===== src/rtl/ps2_pkg.sv =====
// Shared constants for the PS/2 set-2 to ASCII path: modifier and control
// scancodes and the ASCII codes produced for control keys.
package ps2_pkg;

  localparam logic [7:0] SC_LSHIFT = 8'h12;
  localparam logic [7:0] SC_RSHIFT = 8'h59;
  localparam logic [7:0] SC_CAPS   = 8'h58;
  localparam logic [7:0] SC_ENTER  = 8'h5A;
  localparam logic [7:0] SC_BKSP   = 8'h66;
  localparam logic [7:0] SC_SPACE  = 8'h29;
  localparam logic [7:0] SC_TAB    = 8'h0D;

  localparam logic [7:0] ASC_CR  = 8'h0D;
  localparam logic [7:0] ASC_BS  = 8'h08;
  localparam logic [7:0] ASC_SP  = 8'h20;
  localparam logic [7:0] ASC_TAB = 8'h09;

endpackage


===== src/rtl/ps2_scan2ascii.sv =====
// Combinational set-2 scancode to ASCII lookup. Letters flip to uppercase
// when shift XOR caps; digits take their shifted symbol on shift only;
// control keys ignore both modifiers. Anything else reports mapped=0.
module ps2_scan2ascii
  import ps2_pkg::*;
(
  input  logic [7:0] code,
  input  logic       shift,
  input  logic       caps,
  output logic [7:0] ascii,
  output logic       mapped
);

  logic [7:0] letter;
  logic       is_letter;
  logic [7:0] digit_plain;
  logic [7:0] digit_shift;
  logic       is_digit;

  // Letter table, lowercase form
  always_comb begin
    is_letter = 1'b1;
    letter    = 8'h00;
    case (code)
      8'h1C: letter = "a";
      8'h32: letter = "b";
      8'h21: letter = "c";
      8'h23: letter = "d";
      8'h24: letter = "e";
      8'h2B: letter = "f";
      8'h34: letter = "g";
      8'h33: letter = "h";
      8'h43: letter = "i";
      8'h3B: letter = "j";
      8'h42: letter = "k";
      8'h4B: letter = "l";
      8'h3A: letter = "m";
      8'h31: letter = "n";
      8'h44: letter = "o";
      8'h4D: letter = "p";
      8'h15: letter = "q";
      8'h2D: letter = "r";
      8'h1B: letter = "s";
      8'h2C: letter = "t";
      8'h3C: letter = "u";
      8'h2A: letter = "v";
      8'h1D: letter = "w";
      8'h22: letter = "x";
      8'h35: letter = "y";
      8'h1A: letter = "z";
      default: is_letter = 1'b0;
    endcase
  end

  // Digit row, plain and shifted symbol
  always_comb begin
    is_digit    = 1'b1;
    digit_plain = 8'h00;
    digit_shift = 8'h00;
    case (code)
      8'h16: begin digit_plain = "1"; digit_shift = "!"; end
      8'h1E: begin digit_plain = "2"; digit_shift = "@"; end
      8'h26: begin digit_plain = "3"; digit_shift = "#"; end
      8'h25: begin digit_plain = "4"; digit_shift = "$"; end
      8'h2E: begin digit_plain = "5"; digit_shift = "%"; end
      8'h36: begin digit_plain = "6"; digit_shift = "^"; end
      8'h3D: begin digit_plain = "7"; digit_shift = "&"; end
      8'h3E: begin digit_plain = "8"; digit_shift = "*"; end
      8'h46: begin digit_plain = "9"; digit_shift = "("; end
      8'h45: begin digit_plain = "0"; digit_shift = ")"; end
      default: is_digit = 1'b0;
    endcase
  end

  // Final selection; lowercase-to-uppercase is a clear of bit 5
  always_comb begin
    ascii  = 8'h00;
    mapped = 1'b1;
    if (is_letter) begin
      ascii = (shift ^ caps) ? (letter & 8'hDF) : letter;
    end else if (is_digit) begin
      ascii = shift ? digit_shift : digit_plain;
    end else begin
      case (code)
        SC_SPACE: ascii = ASC_SP;
        SC_ENTER: ascii = ASC_CR;
        SC_BKSP:  ascii = ASC_BS;
        SC_TAB:   ascii = ASC_TAB;
        default:  mapped = 1'b0;
      endcase
    end
  end

endmodule


===== src/rtl/ps2_ascii_decoder.sv =====
// PS/2 key-event to ASCII decoder: tracks shift/caps modifiers, translates
// make events through ps2_scan2ascii and queues characters in a small FIFO
// popped with a valid/read handshake.
// Optional caps-lock tracking is enabled by defining PS2_ASCII_CAPSLOCK_EN;
// without it 8'h58 is just an unmapped code and caps_active stays 0.
module ps2_ascii_decoder
  import ps2_pkg::*;
#(
  parameter int FIFO_DEPTH = 4,
  parameter int FIFO_AW    = 2
) (
  input  logic       clk,
  input  logic       reset,
  input  logic       key_tick,
  input  logic       key_make,
  input  logic [7:0] key_code,
  input  logic       ascii_rd,
  output logic       ascii_valid,
  output logic [7:0] ascii_data,
  output logic       fifo_full,
  output logic       overflow,
  output logic       shift_active,
  output logic       caps_active
);

  logic             shift_l;
  logic             shift_r;
  logic             caps;
  logic [FIFO_AW:0] wr_ptr;
  logic [FIFO_AW:0] rd_ptr;
  logic [7:0]       mem [FIFO_DEPTH];
  logic [7:0]       lut_ascii;
  logic             lut_mapped;
  logic             empty;
  logic             full;
  logic             push_req;
  logic             do_push;
  logic             do_pop;

  ps2_scan2ascii u_lut (
    .code   (key_code),
    .shift  (shift_l | shift_r),
    .caps   (caps),
    .ascii  (lut_ascii),
    .mapped (lut_mapped)
  );

  // Extra wrap bit on the pointers separates full from empty
  assign empty    = (wr_ptr == rd_ptr);
  assign full     = (wr_ptr[FIFO_AW] != rd_ptr[FIFO_AW]) &&
                    (wr_ptr[FIFO_AW-1:0] == rd_ptr[FIFO_AW-1:0]);
  assign push_req = key_tick & key_make & lut_mapped;
  assign do_pop   = ascii_rd & ~empty;
  assign do_push  = push_req & (~full | do_pop);

  // Shift keys follow make/break of either side
  always_ff @(posedge clk or posedge reset) begin
    if (reset) begin
      shift_l <= 1'b0;
      shift_r <= 1'b0;
    end else if (key_tick) begin
      if (key_code == SC_LSHIFT) shift_l <= key_make;
      if (key_code == SC_RSHIFT) shift_r <= key_make;
    end
  end

`ifdef PS2_ASCII_CAPSLOCK_EN
  // Every caps make toggles, including typematic repeats; breaks ignored
  always_ff @(posedge clk or posedge reset) begin
    if (reset) begin
      caps <= 1'b0;
    end else if (key_tick && key_make && (key_code == SC_CAPS)) begin
      caps <= ~caps;
    end
  end
`else
  assign caps = 1'b0;
`endif

  // FIFO pointers and sticky overflow on a dropped character
  always_ff @(posedge clk or posedge reset) begin
    if (reset) begin
      wr_ptr   <= '0;
      rd_ptr   <= '0;
      overflow <= 1'b0;
    end else begin
      if (do_push) wr_ptr <= wr_ptr + (FIFO_AW+1)'(1);
      if (do_pop)  rd_ptr <= rd_ptr + (FIFO_AW+1)'(1);
      if (push_req && !do_push) overflow <= 1'b1;
    end
  end

  // Storage is data only; occupancy is owned by the pointers
  always_ff @(posedge clk) begin
    if (do_push) mem[wr_ptr[FIFO_AW-1:0]] <= lut_ascii;
  end

  assign ascii_valid  = ~empty;
  assign ascii_data   = empty ? 8'h00 : mem[rd_ptr[FIFO_AW-1:0]];
  assign fifo_full    = full;
  assign shift_active = shift_l | shift_r;
  assign caps_active  = caps;

endmodule


===== config.mk =====
export PLATFORM = sky130hd
export DESIGN_NAME = ps2_ascii_decoder
export DESIGN_NICKNAME = d
export VERILOG_FILES = /design/src/rtl/ps2_pkg.sv /design/src/rtl/ps2_scan2ascii.sv /design/src/rtl/ps2_ascii_decoder.sv
export SDC_FILE = /design/constraint.sdc
export NUM_CORES = 1
export LEC_CHECK = 0
export CORE_UTILIZATION = 25
export DETAILED_ROUTE_END_ITERATION = 6
export SLEW_MARGIN = 20
export SYNTH_ARGS = -nofsm -noshare
export SYNTH_HDL_FRONTEND = slang
export SYNTH_SLANG_ARGS = --single-unit
export TNS_END_PERCENT = 100

===== constraint.sdc =====
create_clock -name clk -period 2.15 [get_ports clk]
set_input_delay 0.43 -clock clk [delete_from_list [all_inputs] [get_ports clk]]
set_output_delay 0.43 -clock clk [all_outputs]
set_load 0.05 [all_outputs]

==> results.cfg <==
[detailed_routing]
wirelength_mm = 6.91
ant_nets = 0
drt_pass1_iterations = 5
via_per_inst = 4.85
drc = 0
drtIter0Drc = 127
wire_per_inst_um = 14.5
via_count = 2305

[timing]
fin_crit_sh = 1.01
finalSetupViolCount = 32
slew_headroom = 0.656
finalHoldViolCount = 0
max_freq_mhz = 460
final.setup_skew_ps = 4.18
fin_ws_ps = -25.3
tightestPinTransition_ps = 509
period_minus_slack_ps = 2180
rsz0062_at_grt = true
maxSlewViolCount = 0

[floorplanning]
die_area_sq_mm = 0.0107
coreArea_sq_mm = 0.00986
rows = 36
fp.dieH_um = 103
ios = 26
die_w_um = 103
start_util = 0.261

[layout]
antennaDiodeCount = 0
fin_cells = 475
fill_cells = 934
layout-drive-gt1-share = 0.494
area_growth_pct = 53.9
layout.nets = 359

[yosys]
yosysUniqueCellTypes = 64
synth_edf_count = 28
syn-instance-count = 246
synth_ff_type = edfxtp_1
yosysWarnings = 0
synth.avg_cell_area_sq_um = 10.5
syn_area_sq_mm = 0.00257
yosysSeqAreaShare = 0.415
synthArstFlopShare = 0.243
synth_seq_cells = 37

[grt]
grt_pass1_vias = 2228
grt_pass1_wl_mm = 11.0
grt_usage = 0.135
grt_max_degree = 14
grt-ovfl-total = 0
antenna_found_initial = 0

[cts]
path_clk_slew_ps = 70
cts_tree = built
root_buffer = clkbuf_8
cts.htree.levels = 2
cts_sinks = 37
cts_made_buffers = 5
clkLatencyLatePin_ps = 280
cts_max_path_buffers = 2

[critical_path]
critPathArrivalTime_ps = 2160
path_class = input pin to flip-flop
cp_slowest_cell = or4b_4
max_stage_delay_ps = 550
cp_common_cell = buf_6
critPathCaptureType = flip-flop
critPathMaxFanout = 7
r2r_start = rd_ptr[0]$_DFFE_PP0P_
rr_worst_depth = 7
cp.required_ps = 2140
path_cells = buf_12 > buf_6 > or4b_4 > buf_6 > o32ai_2 > a21o_1 > nor4_4 > a21oi_4 > and2_4
worst-path-buf-inv = 3
r2r-end = mem[0][4]$_DFFE_PP_
rrSetupSlack_ps = 280
critical_path.startpoint_type = input pin
crit_family = simple AND/OR/NAND/NOR gates

[pwr]
leakage_uw = 0.00163
peakVddDrop_mv = 0.802
p_per_area_mw_per_mm2 = 945

[run]
maxCapViolCount = 0

[placed_design]
io_buffers = 23
dp_cells = 450
place_congestion = 0.893
pre_cts_slack_ps = -806
place_hpwl_mm = 5.10

[min_path]
hold_class = input pin to async pin

[run_status]
status = complete, but fails checks
violations = setup timing
==> cells in the final DEF (no fill, tap or decap), drive strengths merged, types with 7 or more instances in the layout <==
master / synthesis / final
buf: 14 / 101
mux4: 7 / 7
a21oi: 7 / 7
dfrtp: 9 / 9
clkbuf: 8 / 9
nand2b: 7 / 7
edfxtp: 28 / 28
nor2: 11 / 11
nand3: 9 / 9
nor3: 8 / 8
o21ai: 8 / 8
nand2: 15 / 16
and2: 10 / 10
inv: 10 / 10
==> Yosys cell counts (2+ instances only) <==
cell type | n | area (sq um)
mux2_2 | 3 | 33.8
or2_2 | 6 | 37.5
or3b_2 | 2 | 17.5
a32oi_1 | 2 | 17.5
a21oi_1 | 5 | 25.0
o22ai_1 | 5 | 31.3
nand4_1 | 4 | 25.0
nand3_1 | 9 | 45.0
nor3b_1 | 5 | 37.5
inv_1 | 10 | 37.5
nor4bb_1 | 2 | 20.0
nor2b_1 | 6 | 37.5
nor4_1 | 2 | 12.5
dfrtp_1 | 9 | 225
a21o_1 | 2 | 15.0
xor2_1 | 4 | 35.0
buf_2 | 12 | 60.1
or4b_1 | 2 | 20.0
and2_1 | 10 | 62.6
nand2b_1 | 7 | 43.8
nand2_1 | 15 | 56.3
nor3_1 | 8 | 40.0
nand4bb_1 | 2 | 22.5
buf_4 | 2 | 15.0
mux4_2 | 7 | 158
xnor2_1 | 4 | 35.0
nand3b_1 | 2 | 15.0
or3b_1 | 2 | 17.5
a211o_1 | 5 | 43.8
a31oi_1 | 2 | 12.5
nor4b_1 | 3 | 26.3
o32ai_1 | 2 | 17.5
edfxtp_1 | 28 | 841
nor2_1 | 11 | 41.3
ha_1 | 5 | 62.6
o21ai_0 | 7 | 35.0
clkbuf_1 | 7 | 26.3
==> metrics by stage <==
| step | power (uW) | TNS, ps | hold slack [ps] | utilization | instance area [sq um] |
|---|---|---|---|---|---|
| 2_1_floorplan | 2140 | -5030 | 258 | - | 2670 |
| 3_3_place_gp | 3000 | -40410 | 462 | 0.361 | 3560 |
| 3_5_place_dp | 3030 | -41530 | 472 | 0.361 | 3560 |
| 4_1_cts | 3560 | -2280 | 424 | 0.391 | 3850 |
| 5_1_grt | 3940 | -1740 | 450 | 0.401 | 3960 |
| 6_report | 3740 | -392 | 410 | 0.401 | 3960 |
==> how the worst max path moves through the flow <==
stage	start	to	slack, ps	cells after the start
4_1_cts	key_code[6]	mem[0][4]$_DFFE_PP_	-90	10
6_report	key_code[6]	mem[0][4]$_DFFE_PP_	-30	9
3_3_place_gp	key_code[1]	mem[0][0]$_DFFE_PP_	-800	9
5_1_grt	key_code[6]	mem[0][4]$_DFFE_PP_	-70	9
2_1_floorplan	key_code[4]	mem[0][0]$_DFFE_PP_	-160	7
3_5_place_dp	key_code[5]	mem[0][0]$_DFFE_PP_	-810	7
==> registers in the layout (all words and copies together) (netlist names) <==
name,count
overflow,1
mem,28
rd_ptr,3
wr_ptr,3
shift_l,1
shift_r,1
==> report_power, final <==
| part | switching [uW] | leakage, uW | internal [uW] |
|---|---|---|---|
| combinational | 1160 | 0.00121 | 1180 |
| sequential | 79.2 | 0.000371 | 845 |
| clock | 217 | 0.0000455 | 261 |
==> worst register-to-register path: stages, from the launching register on <==
cell	delay, ps
dfrtp_1	400
buf_4	170
xor2_2	220
nor3_4	70
nand2b_1	160
nand3_1	140
a21oi_4	200
and2_4	240
==> final cells by class <==
type / instances / area, sq um / share of cell area
inverter: 10 / 37.5 / 0.00948
clock buffer: 8 / 90.1 / 0.0228
sequential: 37 / 1070 / 0.269
multi-input combinational: 179 / 1570 / 0.396
timing repair buffer: 108 / 1030 / 0.261
tap: 133 / 166 / 0.0420
==> logic make-up after synthesis <==
group / share of synthesized area
compound gates: 0.140
fa+ha+maj: 0.0243
xor+xnor: 0.0272
mux: 0.0827
simple gates: 0.254
buf+inv: 0.0560
other cells: 0.00146
flops: 0.415
==> per-layer routing <==
layer	wire length [um]	GRT usage
met5	0	0
met3	269	0.0195
met4	137	0.0520
met1	2870	0.168
met2	3630	0.235
==> what timing repair did <==
item | CTS | global route
pin swaps | 16 | 12
hold buffers | 0 | 0
endpoints found under the setup margin | 67 | 44
resized for setup | 62 | 19
buffers inserted | 10 | 6
gates cloned | 2 | 1
endpoints found under the hold margin | 0 | 0
Power figures use the tool's default switching activity.
